## src/rtl/vga_sync_timing.sv

```systemverilog
// 640x480@60 raster timing: free-running h/v counters, line/frame pulses, frame counter.
// Latency: coordinates and start pulses 0 clocks; sync/active strobes c_PIPE_DELAY clocks; free-running, no backpressure.
module vga_sync_timing #(
    parameter int   c_H_VISIBLE   = 640,
    parameter int   c_H_FRONT     = 16,
    parameter int   c_H_SYNC      = 96,
    parameter int   c_H_BACK      = 48,
    parameter int   c_V_VISIBLE   = 480,
    parameter int   c_V_FRONT     = 10,
    parameter int   c_V_SYNC      = 2,
    parameter int   c_V_BACK      = 33,
    parameter logic c_SYNC_ACTIVE = 1'b0,
    parameter int   c_PIPE_DELAY  = 2
) (
    input  logic        i_Clk,
    input  logic        i_Reset,
    output logic [11:0] o_X,
    output logic [11:0] o_Y,
    output logic        o_Line_Start,
    output logic        o_Frame_Start,
    output logic [7:0]  o_Frame,
    output logic        o_HSync,
    output logic        o_VSync,
    output logic        o_Active
);

    localparam int c_H_TOTAL    = c_H_VISIBLE + c_H_FRONT + c_H_SYNC + c_H_BACK;
    localparam int c_V_TOTAL    = c_V_VISIBLE + c_V_FRONT + c_V_SYNC + c_V_BACK;
    localparam int c_HS_START   = c_H_VISIBLE + c_H_FRONT;
    localparam int c_HS_END     = c_HS_START + c_H_SYNC - 1;
    localparam int c_VS_START   = c_V_VISIBLE + c_V_FRONT;
    localparam int c_VS_END     = c_VS_START + c_V_SYNC - 1;

    if (c_H_TOTAL > 4095 || c_V_TOTAL > 4095) begin : g_bad_total
        $error("vga_sync_timing: line or frame total exceeds 12-bit counter range");
    end
    if (c_PIPE_DELAY < 0 || c_PIPE_DELAY > 7) begin : g_bad_delay
        $error("vga_sync_timing: c_PIPE_DELAY must be 0..7");
    end

    logic [11:0] h_q, h_d;
    logic [11:0] v_q, v_d;
    logic [7:0]  frame_q, frame_d;
    logic        h_wrap;
    logic        v_wrap;

    always_comb begin
        h_wrap  = (h_q == 12'(c_H_TOTAL - 1));
        v_wrap  = (v_q == 12'(c_V_TOTAL - 1));
        h_d     = h_wrap ? 12'd0 : h_q + 12'd1;
        v_d     = v_q;
        frame_d = frame_q;
        if (h_wrap) begin
            v_d = v_wrap ? 12'd0 : v_q + 12'd1;
            if (v_wrap) begin
                frame_d = frame_q + 8'd1;
            end
        end
    end

    always_ff @(posedge i_Clk or posedge i_Reset) begin
        if (i_Reset) begin
            h_q     <= 12'd0;
            v_q     <= 12'd0;
            frame_q <= 8'd0;
        end else begin
            h_q     <= h_d;
            v_q     <= v_d;
            frame_q <= frame_d;
        end
    end

    // Strobe vector bit order: [2] hsync, [1] vsync, [0] active.
    logic [2:0] strb;
    logic [2:0] strb_dly;

    always_comb begin
        strb[2] = (h_q >= 12'(c_HS_START)) && (h_q <= 12'(c_HS_END));
        strb[1] = (v_q >= 12'(c_VS_START)) && (v_q <= 12'(c_VS_END));
        strb[0] = (h_q < 12'(c_H_VISIBLE)) && (v_q < 12'(c_V_VISIBLE));
    end

    if (c_PIPE_DELAY == 0) begin : g_no_pipe
        assign strb_dly = strb;
    end else begin : g_pipe
        logic [2:0] pipe_q [0:c_PIPE_DELAY-1];

        always_ff @(posedge i_Clk or posedge i_Reset) begin
            if (i_Reset) begin
                for (int i = 0; i < c_PIPE_DELAY; i++) begin
                    pipe_q[i] <= 3'b000;
                end
            end else begin
                pipe_q[0] <= strb;
                for (int i = 1; i < c_PIPE_DELAY; i++) begin
                    pipe_q[i] <= pipe_q[i-1];
                end
            end
        end

        assign strb_dly = pipe_q[c_PIPE_DELAY-1];
    end

    assign o_X           = h_q;
    assign o_Y           = v_q;
    assign o_Frame       = frame_q;
    assign o_Line_Start  = (h_q == 12'd0);
    assign o_Frame_Start = (h_q == 12'd0) && (v_q == 12'd0);
    assign o_HSync       = strb_dly[2] ? c_SYNC_ACTIVE : ~c_SYNC_ACTIVE;
    assign o_VSync       = strb_dly[1] ? c_SYNC_ACTIVE : ~c_SYNC_ACTIVE;
    assign o_Active      = strb_dly[0];

endmodule

```

## config.mk

```make
export PLATFORM = sky130hd
export DESIGN_NAME = vga_sync_timing
export DESIGN_NICKNAME = d
export VERILOG_FILES = /design/src/rtl/vga_sync_timing.sv
export SDC_FILE = /design/constraint.sdc
export NUM_CORES = 1
export LEC_CHECK = 0
export CORE_MARGIN = 8
export CORE_UTILIZATION = 26
export DETAILED_ROUTE_END_ITERATION = 12
export HOLD_SLACK_MARGIN = 0.03
export PLACE_DENSITY = 0.52
export SYNTH_ARGS = -nofsm -noshare
export SYNTH_HDL_FRONTEND = slang
export SYNTH_SLANG_ARGS = --single-unit
```

## constraint.sdc

```tcl
create_clock -name i_Clk -period 1.95 [get_ports i_Clk]
set_input_delay 0.2925 -clock i_Clk [delete_from_list [all_inputs] [get_ports i_Clk]]
set_output_delay 0.2925 -clock i_Clk [all_outputs]
set_load 0.01 [all_outputs]
```

**Word-level counts from Yosys, hierarchy flattened**

Cells that the tools add are included.

- Register bits: 38
- Output and inout bits: 37
- Logic and storage cells: 27

- Add/subtract/negate cells: 3
- $lt $le $gt $ge: 6
- Eq/ne operators: 2
- Muxes and demuxes: 4
- Reductions and logical operators: 7

Operators with widths:

| kind | number |
|---|---|
| adder 12 x 1 -> 12 bit, second input constant | 2 |
| == test 12 x 10 -> 1 bit, second input constant | 2 |
| logical NOT 12 bit | 2 |
| two-way mux 12 bit | 2 |
| greater-or-equal comparator 12 x 10 -> 1 bit, second input constant | 1 |
| greater-or-equal comparator 12 x 9 -> 1 bit, second input constant | 1 |
| <= comparator 12 x 10 -> 1 bit, second input constant | 1 |
| <= comparator 12 x 9 -> 1 bit, second input constant | 1 |
| less-than comparator 12 x 10 -> 1 bit, second input constant | 1 |
| less-than comparator 12 x 9 -> 1 bit, second input constant | 1 |
| adder 8 x 1 -> 8 bit, second input constant | 1 |
| logical AND 1 bit | 4 |
| two-way mux 1 bit | 2 |
| AND reduction 2 bit | 1 |

**Depth between registers and ports, before layout**

- Depth after elaboration: 2
- Gate-level depth with buffers: 7
- Depth with buffers taken out: 6

**Worst setup path before layout**

No wires, ideal clock.

- Kind: reg-to-output
- From: register v_q[9] (netlist: o_Y[9])
- To: output o_Frame_Start
- Arrival time: 1605 ps
- Data required time: 1657 ps
- Setup slack: 53 ps
- Stages on the path, launching flop included: 4
- Path buffers: 0
- Path through: dfrtp_1 -> or3_1 -> or3_1 -> nor4b_1

- Word-level cells in the longest chain between the ends: 2

Ends and longest elaborated chain:

| element | line | RTL |
|---|---|---|
| from (decl) | 42 | `logic [11:0] v_q, v_d;` |
| from (signal assigned) | 68 | `v_q <= v_d;` |
| logical NOT 12 bit | 108 | `assign o_Frame_Start = (h_q == 12'd0) && (v_q == 12'd0);` |
| logical AND 1 bit | 108 |  |
| to (decl) | 20 | `output logic o_Frame_Start,` |

No other way between the ends.

**Final worst setup path**

Ends and elaborated chain as after synthesis.

==> summary.md <==
| Metric | Value |
|---|---|
| Status | `finished with violations` |
| Violated checks | `setup timing` |
| Min-delay worst type | `flip-flop to flip-flop` |
| Final worst slack | `-0.172 ns` |
| Leakage power | `1.27 nW` |
| Vias per Instance | `4.43` |
| Commonest non-fill, non-tap cell in the layout | `dfrtp_1` |
| Post-synth top flop | `dfrtp_1` |
| Worst Tran Pin Value | `0.504 ns` |
| Pin count of the biggest net entering global routing | `39` |
| I/O Pins | `39` |
| Total GRT Usage | `10.2%` |
| Synth Register Bits | `38` |
| Setup CP Type | `flip-flop to primary output` |
| Headroom to the max-slew limit | `66.4%` |
| CP required | `1.66 ns` |
| CTS tree | `done` |
| Finished Layout Cells | `354` |
| Port-buffer cells | `38` |
| Sequential cell area | `951 µm²` |
| Avg Inst Size Synth | `10.7 µm²` |
| GP Congestion | `0.774` |
| Reg clk slew, reported paths | `0.07 ns` |
| Rows | `31` |
| Post-DP HPWL | `3740 µm` |
| DIE AREA | `0.0105 mm²` |
| Drt wl/cell | `14.0 µm` |
| Starting density of the core | `26.8%` |
| Max Cap Violations | `0` |
| Inserted Clock Buffers | `5` |
| Layout overhead on the synthesized area | `45.5%` |
| # H-tree levels | `2` |
| Pre-Repair DR Iteration Count | `5` |
| Most frequent cells in the layout | `dfrtp_1, clkdlybuf4s50_1, buf_4` |
| Die width | `102 µm` |
| Post-synthesis cell area | `0.00193 mm²` |
| CTS Sinks | `38` |
| Async SR Flop Fraction | `100%` |
| Clock Latency Late Sink | `0.29 ns` |
| Fin nets | `262` |
| Synth cell types | `40` |
| Register area share after synthesis | `49.2%` |
| Post-Synthesis Cells | `180` |
| # DRC | `0` |
| Grt ovf | `0` |
| CP arrival | `1.83 ns` |
| Synth warnings | `0` |
| Area of the multi-input gates | `946 µm²` |
| RSZ-0062 raised after global routing | `yes` |
| Layout cells sized above 1 | `24.3%` |
| Slew Viols, Final | `0` |
| Critical Path Sink Type | `primary output` |
| Clock tree buffer depth | `2` |
| Syn Nets | `188` |
| Fmax | `0.471 GHz` |
| Power, Total | `1.46 mW` |
| Pwr Density | `519 mW/mm²` |
| CP startpoint kind | `flip-flop` |
| Drt initial violations | `38` |
| Vias in the first global route | `1686` |
| Final setup fails | `1` |
| Final min period | `2.12 ns` |
| Initial antenna violation count | `0` |
| First-pass GRT wire length | `8350 µm` |
| Final Hold Viols | `0` |
| Final wirelength | `4970 µm` |
| Worst VDD drop | `274 µV` |
| Vias | `1569` |
| Core ar. | `0.00721 mm²` |
| Fin crit share | `109%` |
| CP Max Fanout | `2` |
| Number of synthesized flops with an enable pin | `0` |
| Final ANT Viol Nets | `0` |
| Layout fillers | `766` |
| Post-CTS Hold Buffers | `0` |
| Hold slack | `0.353 ns` |
| Die Y | `102 µm` |
| Setup TNS | `-0.172 ns` |
| N_diodes | `0` |
| Setup Skew | `0.00679 ns` |
| Root Driver | `clkbuf_8` |
| Cell total after placement | `345` |
-- critical path: stages, from the launching register on --
cell	delay, ns
dfrtp_1	0.38
or3_4	0.38
or3_4	0.35
nor4b_4	0.26
buf_2	0.17
-- layer usage --
| metal | track usage [%] | share of wire, % |
|---|---|---|
| met1 | 12.3 | 45 |
| met2 | 17.0 | 50 |
| met3 | 2.59 | 4.6 |
| met4 | 3.50 | 0.93 |
| met5 | 0 | 0 |
-- where the power goes --
group	switching [mW]	internal [mW]	total, mW
sequential	0	0.787	0.787
clock	0.276	0.376	0.652
combinational	0.0158	0.00320	0.0190
total	0.292	1.17	1.46
-- Yosys cell counts (4+ instances only) --
| library cell | count | area (µm²) |
|---|---|---|
| nor4_1 | 4 | 25.0 |
| buf_2 | 4 | 20.0 |
| inv_1 | 12 | 45.0 |
| o21ai_0 | 7 | 35.0 |
| nand2_1 | 12 | 45.0 |
| xnor2_1 | 6 | 52.6 |
| ha_1 | 6 | 75.1 |
| dfrtp_1 | 38 | 951 |
| nor2_1 | 9 | 33.8 |
| and3_1 | 4 | 25.0 |
| nor3_1 | 8 | 40.0 |
| nand3_1 | 14 | 70.1 |
| xor2_1 | 15 | 131 |
| and4_1 | 4 | 35.0 |
-- area by class of cell --
| class | instances | area share [%] |
|---|---|---|
| clock buffer | 5 | 2.45 |
| multi-input combinational | 125 | 33.6 |
| tap | 99 | 4.40 |
| timing repair buffer | 72 | 22.7 |
| inverter | 12 | 1.60 |
| sequential | 38 | 33.8 |
| clock inverter | 3 | 1.42 |
-- logic make-up after synthesis --
logic type / count (synthesis) / synth area share [%]
multiplexers: 3 / 1.62
buffers and inverters: 17 / 3.95
XOR/XNOR: 21 / 9.51
adder cells (fa/ha/maj): 6 / 3.88
AND/OR/NAND/NOR: 81 / 27.8
flip-flops: 38 / 49.2
AO/OA/AOI/OAI: 14 / 4.01
-- state kept, by name, summed over array words and instances, names as in the netlist --
register	cells
o_Frame	8
o_Y	12
strb_dly	3
g_pipe.pipe_q	3
o_X	12
-- what timing repair did --
item                                    in CTS  in global routing
buffers inserted                             1                  0
endpoints found under the setup margin       2                  3
gates resized for setup                      7                  6
pin swaps                                    1                  1
-- per-stage QoR --
stage	setup slack, ns	cell area, µm²	util [%]
4_1_cts	-0.177	2790	38.7
5_1_grt	-0.254	2810	39.0
2_1_floorplan	0.0526	1930	-
3_3_place_gp	-0.321	2670	37.0
6_report	-0.172	2810	39.0
3_5_place_dp	-0.329	2670	37.0
-- final timing paths --
check | startpoint | to | slack, ns | cells after the start
min in group asynchronous | i_Reset | o_X[10] | 0.43 | 3
max in group asynchronous | i_Reset | o_X[2] | 1.16 | 3
max reg2reg | o_Y[4] | o_Frame[1] | 0.14 | 5
min | g_pipe.pipe_q[5] | strb_dly[2] | 0.35 | 0
max | o_Y[9] | o_Frame_Start | -0.17 | 4
min reg2reg | g_pipe.pipe_q[5] | strb_dly[2] | 0.35 | 0
No activity file was read; power rests on OpenSTA's default activity.
